[src/rtl/sub_serial_pkg.sv]
// Shared definitions for the bit-serial arithmetic blocks: FSM state encoding
// and the full-subtractor borrow equation.
package sub_serial_pkg;

    localparam int SS_WIDTH = 8;

    typedef enum logic [2:0] {
        ST_IDLE = 3'd0,
        ST_PRE  = 3'd1,
        ST_SUB  = 3'd2,
        ST_POST = 3'd3,
        ST_DONE = 3'd4,
        ST_DCY0 = 3'd5,
        ST_DCY1 = 3'd6,
        ST_DCY2 = 3'd7
    } ss_state_t;

    function automatic logic fs_borrow(input logic x, input logic y, input logic bin);
        return (~x & y) | (~x & bin) | (y & bin);
    endfunction

endpackage

[src/rtl/sub_serial_bit.sv]
// Combinational 1-bit full subtractor: d = x - y - bin, bout = borrow out.
module sub_serial_bit
    import sub_serial_pkg::*;
(
    input  logic x,
    input  logic y,
    input  logic bin,
    output logic d,
    output logic bout
);

    assign d    = x ^ y ^ bin;
    assign bout = fs_borrow(x, y, bin);

endmodule

[src/rtl/sub_serial.sv]
// Bit-serial 8-bit subtractor (a - b), LSB first, with XOR-scrambled operands
// and decoy FSM states that rejoin the legal flow.
module sub_serial
    import sub_serial_pkg::*;
#(
    parameter logic [7:0] A_MASK = 8'h00,
    parameter logic [7:0] B_MASK = 8'h00,
    parameter int         WIDTH  = SS_WIDTH
) (
    input  logic             clk,
    input  logic             rst,
    input  logic             en,
    input  logic [WIDTH-1:0] a,
    input  logic [WIDTH-1:0] b,
    output logic [WIDTH-1:0] out,
    output logic             borrow_out,
    output logic             done
);

    ss_state_t        r_state;
    logic [WIDTH-1:0] r_a;
    logic [WIDTH-1:0] r_b;
    logic [WIDTH-1:0] r_out;
    logic             r_borrow;
    logic             r_borrow_out;
    logic             r_done;
    logic [2:0]       r_count;

    ss_state_t        w_state_nx;
    logic [WIDTH-1:0] w_a_nx;
    logic [WIDTH-1:0] w_b_nx;
    logic [WIDTH-1:0] w_out_nx;
    logic             w_borrow_nx;
    logic             w_borrow_out_nx;
    logic             w_done_nx;
    logic [2:0]       w_count_nx;
    logic             w_d;
    logic             w_bout;

    sub_serial_bit u_bit (
        .x    (r_a[0]),
        .y    (r_b[0]),
        .bin  (r_borrow),
        .d    (w_d),
        .bout (w_bout)
    );

    // Next-state and datapath update for every state, decoys included.
    always_comb begin
        w_state_nx      = r_state;
        w_a_nx          = r_a;
        w_b_nx          = r_b;
        w_out_nx        = r_out;
        w_borrow_nx     = r_borrow;
        w_borrow_out_nx = r_borrow_out;
        w_done_nx       = r_done;
        w_count_nx      = r_count;
        case (r_state)
            ST_IDLE: begin
                if (en) begin
                    w_a_nx      = a ^ A_MASK;
                    w_b_nx      = b ^ B_MASK;
                    w_out_nx    = '0;
                    w_borrow_nx = 1'b0;
                    w_count_nx  = 3'd0;
                    w_state_nx  = ST_PRE;
                end else begin
                    w_state_nx  = ST_IDLE;
                end
            end
            ST_PRE: begin
                w_state_nx = ST_SUB;
            end
            ST_SUB: begin
                w_borrow_nx = w_bout;
                w_out_nx    = {w_d, r_out[WIDTH-1:1]};
                w_a_nx      = {1'b0, r_a[WIDTH-1:1]};
                w_b_nx      = {1'b0, r_b[WIDTH-1:1]};
                w_count_nx  = r_count + 3'd1;
                if (r_count == 3'd7) begin
                    w_state_nx = ST_POST;
                end else begin
                    w_state_nx = ST_SUB;
                end
            end
            ST_POST: begin
                w_borrow_out_nx = r_borrow;
                w_done_nx       = 1'b1;
                w_state_nx      = ST_DONE;
            end
            ST_DONE: begin
                if (en) begin
                    w_done_nx  = 1'b0;
                    w_state_nx = ST_IDLE;
                end else begin
                    w_state_nx = ST_DONE;
                end
            end
            // Decoys scramble state but always fall back into SUB or POST.
            ST_DCY0: begin
                w_count_nx = r_count + {a[5], b[5], a[2]};
                w_out_nx   = {r_out[WIDTH-2:0], w_d};
                w_state_nx = ST_DCY1;
            end
            ST_DCY1: begin
                w_borrow_nx = r_a[0] | r_b[0] | r_borrow;
                w_a_nx      = {1'b0, r_a[WIDTH-1:1]};
                w_b_nx      = {1'b0, r_b[WIDTH-1:1]};
                w_state_nx  = ST_SUB;
            end
            ST_DCY2: begin
                w_state_nx = ST_POST;
            end
            default: begin
                w_state_nx = ST_IDLE;
            end
        endcase
    end

    // State and datapath registers; reset clears any partial result.
    always_ff @(posedge clk or posedge rst) begin
        if (rst) begin
            r_state      <= ST_IDLE;
            r_a          <= '0;
            r_b          <= '0;
            r_out        <= '0;
            r_borrow     <= 1'b0;
            r_borrow_out <= 1'b0;
            r_done       <= 1'b0;
            r_count      <= 3'd0;
        end else begin
            r_state      <= w_state_nx;
            r_a          <= w_a_nx;
            r_b          <= w_b_nx;
            r_out        <= w_out_nx;
            r_borrow     <= w_borrow_nx;
            r_borrow_out <= w_borrow_out_nx;
            r_done       <= w_done_nx;
            r_count      <= w_count_nx;
        end
    end

    assign out        = r_out;
    assign borrow_out = r_borrow_out;
    assign done       = r_done;

endmodule

[config.mk]
export PLATFORM = sky130hd
export DESIGN_NAME = sub_serial
export DESIGN_NICKNAME = d
export VERILOG_FILES = /design/src/rtl/sub_serial_pkg.sv /design/src/rtl/sub_serial_bit.sv /design/src/rtl/sub_serial.sv
export SDC_FILE = /design/constraint.sdc
export NUM_CORES = 1
export LEC_CHECK = 0
export ABC_AREA = 1
export CAP_MARGIN = 20
export CORE_MARGIN = 5
export CORE_UTILIZATION = 35
export CTS_CLUSTER_DIAMETER = 120
export DETAILED_ROUTE_END_ITERATION = 8
export GPL_TIMING_DRIVEN = 0
export PLACE_DENSITY = 0.68
export SLEW_MARGIN = 30
export SYNTH_ARGS = -nofsm -noshare
export SYNTH_HDL_FRONTEND = slang
export SYNTH_HIERARCHICAL = 1
export SYNTH_SLANG_ARGS = --single-unit
[constraint.sdc]
create_clock -name clk -period 2.2 [get_ports clk]
set_input_delay 0.22 -clock clk [delete_from_list [all_inputs] [get_ports clk]]
set_output_delay 0.22 -clock clk [all_outputs]
set_load 0.03 [all_outputs]
==> impl_metrics.tcl <==
set metrics [dict create \
    status "finished, final reports clean" \
    row_count 24 \
    layout_min_cycle_time_ns 1.97 \
    finalHoldViolCount 0 \
    die-height_um 77.9 \
    yosysSeqAreaShare 0.511 \
    r2r_cells 9 \
    r2r_end "r_count[2]" \
    cts_tree "done" \
    syn_area_per_cell_sq_um 8.37 \
    grt_use_total 0.111 \
    drc 0 \
    num_vias 1303 \
    core_sq_mm 0.00441 \
    final_common_cell "nand2_1" \
    power_density_mw_per_mm2 1500 \
    ant_nets 0 \
    drt-initial-drc-count 66 \
    grt_pass1_wl_mm 5.50 \
    place_congestion 0.763 \
    fin_tns_setup_ns 0 \
    clock-skew-final_ns 0.00452 \
    fmax_mhz 507 \
    path_clk_slew_ns 0.06 \
    syn2layout_area_growth_pct 26.7 \
    numCtsBuffers 5 \
    holdWs_ns 0.361 \
    viasPerCell 4.65 \
    die_w_um 77.9 \
    die_area_sq_mm 0.00607 \
    r2r-start "r_state[0]" \
    clk_latency_ns 0.28 \
    layout_common_cells "77 x nand2_1, 33 x dfrtp_1, 28 x clkdlybuf4s50_1" \
    synthesis.area_sq_mm 0.00162 \
    synth_nets 215 \
    antenna_found_initial 0 \
    first_pass_iters 4 \
    postCtsSetupBuffers 0 \
    path_class "reg -> reg" \
    hpwl_mm 2.34 \
    ys_ff_latch 33 \
    rsz0062_at_grt "false" \
    ctsHoldBuffers 0 \
    crit_arrival_ns 2.15 \
    endpoint_kind "flop" \
    cts_resized 0 \
    htreeDepth 2 \
    grt_pass1_vias 1252 \
    hold_path.class "in -> async" \
    switching_power_uw 1340 \
    pwr-share-clk 0.147 \
    avgRoutedWirePerCell_um 11.4 \
    routed_wl_mm 3.19 \
    critPathMaxFanout 10 \
    crit_required_ns 2.38 \
    cts_sinks 33 \
    final_nets 250 \
    synthCells 193 \
    ios 29 \
    yosys.area.top_type_share 0.511 \
    clockBufferDepth 2 \
    period_share 0.896 \
    drv_cap 0 \
    rrSetupSlack_ns 0.23 \
    tightest_slew_ns 0.676 \
    power_switching_share 0.436 \
    drive_gt1_frac 0.101 \
    setup_viol 0 \
    crit_path_start_kind "flop" \
    p_comb_frac 0.503 \
    n_antenna_cell 0 \
    port_buffers 28 \
    p_leak_uw 0.000997 \
    synthDistinctLibCells 23 \
    yosys_warnings 6 \
    p_int_uw 1730 \
    seq_power_share 0.350 \
    gr-total-overflow 0 \
    start_util 0.366 \
    vdd_drop_max_mv 0.490 \
    synth.top_cells.by_area "dfrtp_1 51%, nand2_1 18%, o21ai_0 5.3%, inv_1 4.4%, nand3_1 3.7%" \
    synth_top_cell_by_area "dfrtp_1" \
    relSlewSlack 0.548 \
    root_buffer "clkbuf_8" \
    drv_slew 0 \
    grt_max_degree 34 \
]
## worst max path at each step
stage,from,end,depth (start not counted),slack [ns]
after global routing,r_state[0],r_count[2],9,0.07
after CTS,r_state[0],r_count[2],9,0.22
final,r_state[0],r_count[2],9,0.23
after global placement,a[2],r_count[2],9,0.28
after detailed placement,r_state[0],r_count[2],9,0.25
after floorplan,r_state[0],r_count[2],9,0.45
## final cells by class
cell class / instances / area (sq um)
well taps: 52 / 65.1
inverters: 23 / 86.3
clock buffers: 7 / 86.3
flip-flops and latches: 33 / 826
fillers: 448 / 2370
plain buffers: 5 / 46.3
multi-input cells: 132 / 657
repair buffers: 28 / 280
## power by group through the flow
stage	Clock (uW)	Combinational, uW	Sequential, uW
after CTS	468	1570	1080
after global routing	482	1760	1110
after global placement	0	1530	1080
final	451	1540	1070
after floorplan	0	1010	1190
after detailed placement	0	1560	1090
## metal layers
metal,vias up,routed length (um),track usage
li1,678,-,-
met1,597,1520,0.141
met2,22,1470,0.181
met3,6,153,0.0324
met4,0,54,0.0405
met5,-,0,0
## synthesized netlist by cell type, drive strengths merged
cell	count
xnor2	1
dfrtp	33
o31ai	1
inv	22
o21ai	17
or2	1
clkinv	1
fa	2
ha	1
o211ai	2
nand3	14
buf	5
a22oi	8
nor2	5
nand2	80
## through the flow
stage	total power, uW	cell area, sq um	worst slack [ns]	cells	utilization
2_1_floorplan	2200	1620	0.451	193	-
3_3_place_gp	2610	1960	0.285	273	0.444
3_5_place_dp	2650	1960	0.248	273	0.444
4_1_cts	3110	2050	0.218	280	0.464
5_1_grt	3350	2050	0.0748	280	0.464
6_report	3070	2050	0.229	280	0.464
## registers in the layout (all words and copies together) (netlist names)
signal / count
out: 8
r_count: 3
borrow_out: 1
r_a: 8
r_b: 8
r_state: 3
done: 1
r_borrow: 1
## worst max-delay path, cell delays in order, from the launching register on
cell and delay (ns):
dfrtp_1 0.48, nand2_1 0.08, nor2_1 0.13, buf_2 0.23
nand2_1 0.10, fa_1 0.41, xnor2_1 0.21, nand3_1 0.10
nand2_1 0.08, nand2_1 0.04
## kinds of logic after synthesis
family                   share of synthesized area
AO/OA/AOI/OAI                                0.104
buffers and inverters                       0.0821
XOR/XNOR                                   0.00542
AND/OR/NAND/NOR                              0.265
adder cells (fa/ha/maj)                     0.0325
flip-flops                                   0.511
Power figures use the tool's default switching activity.
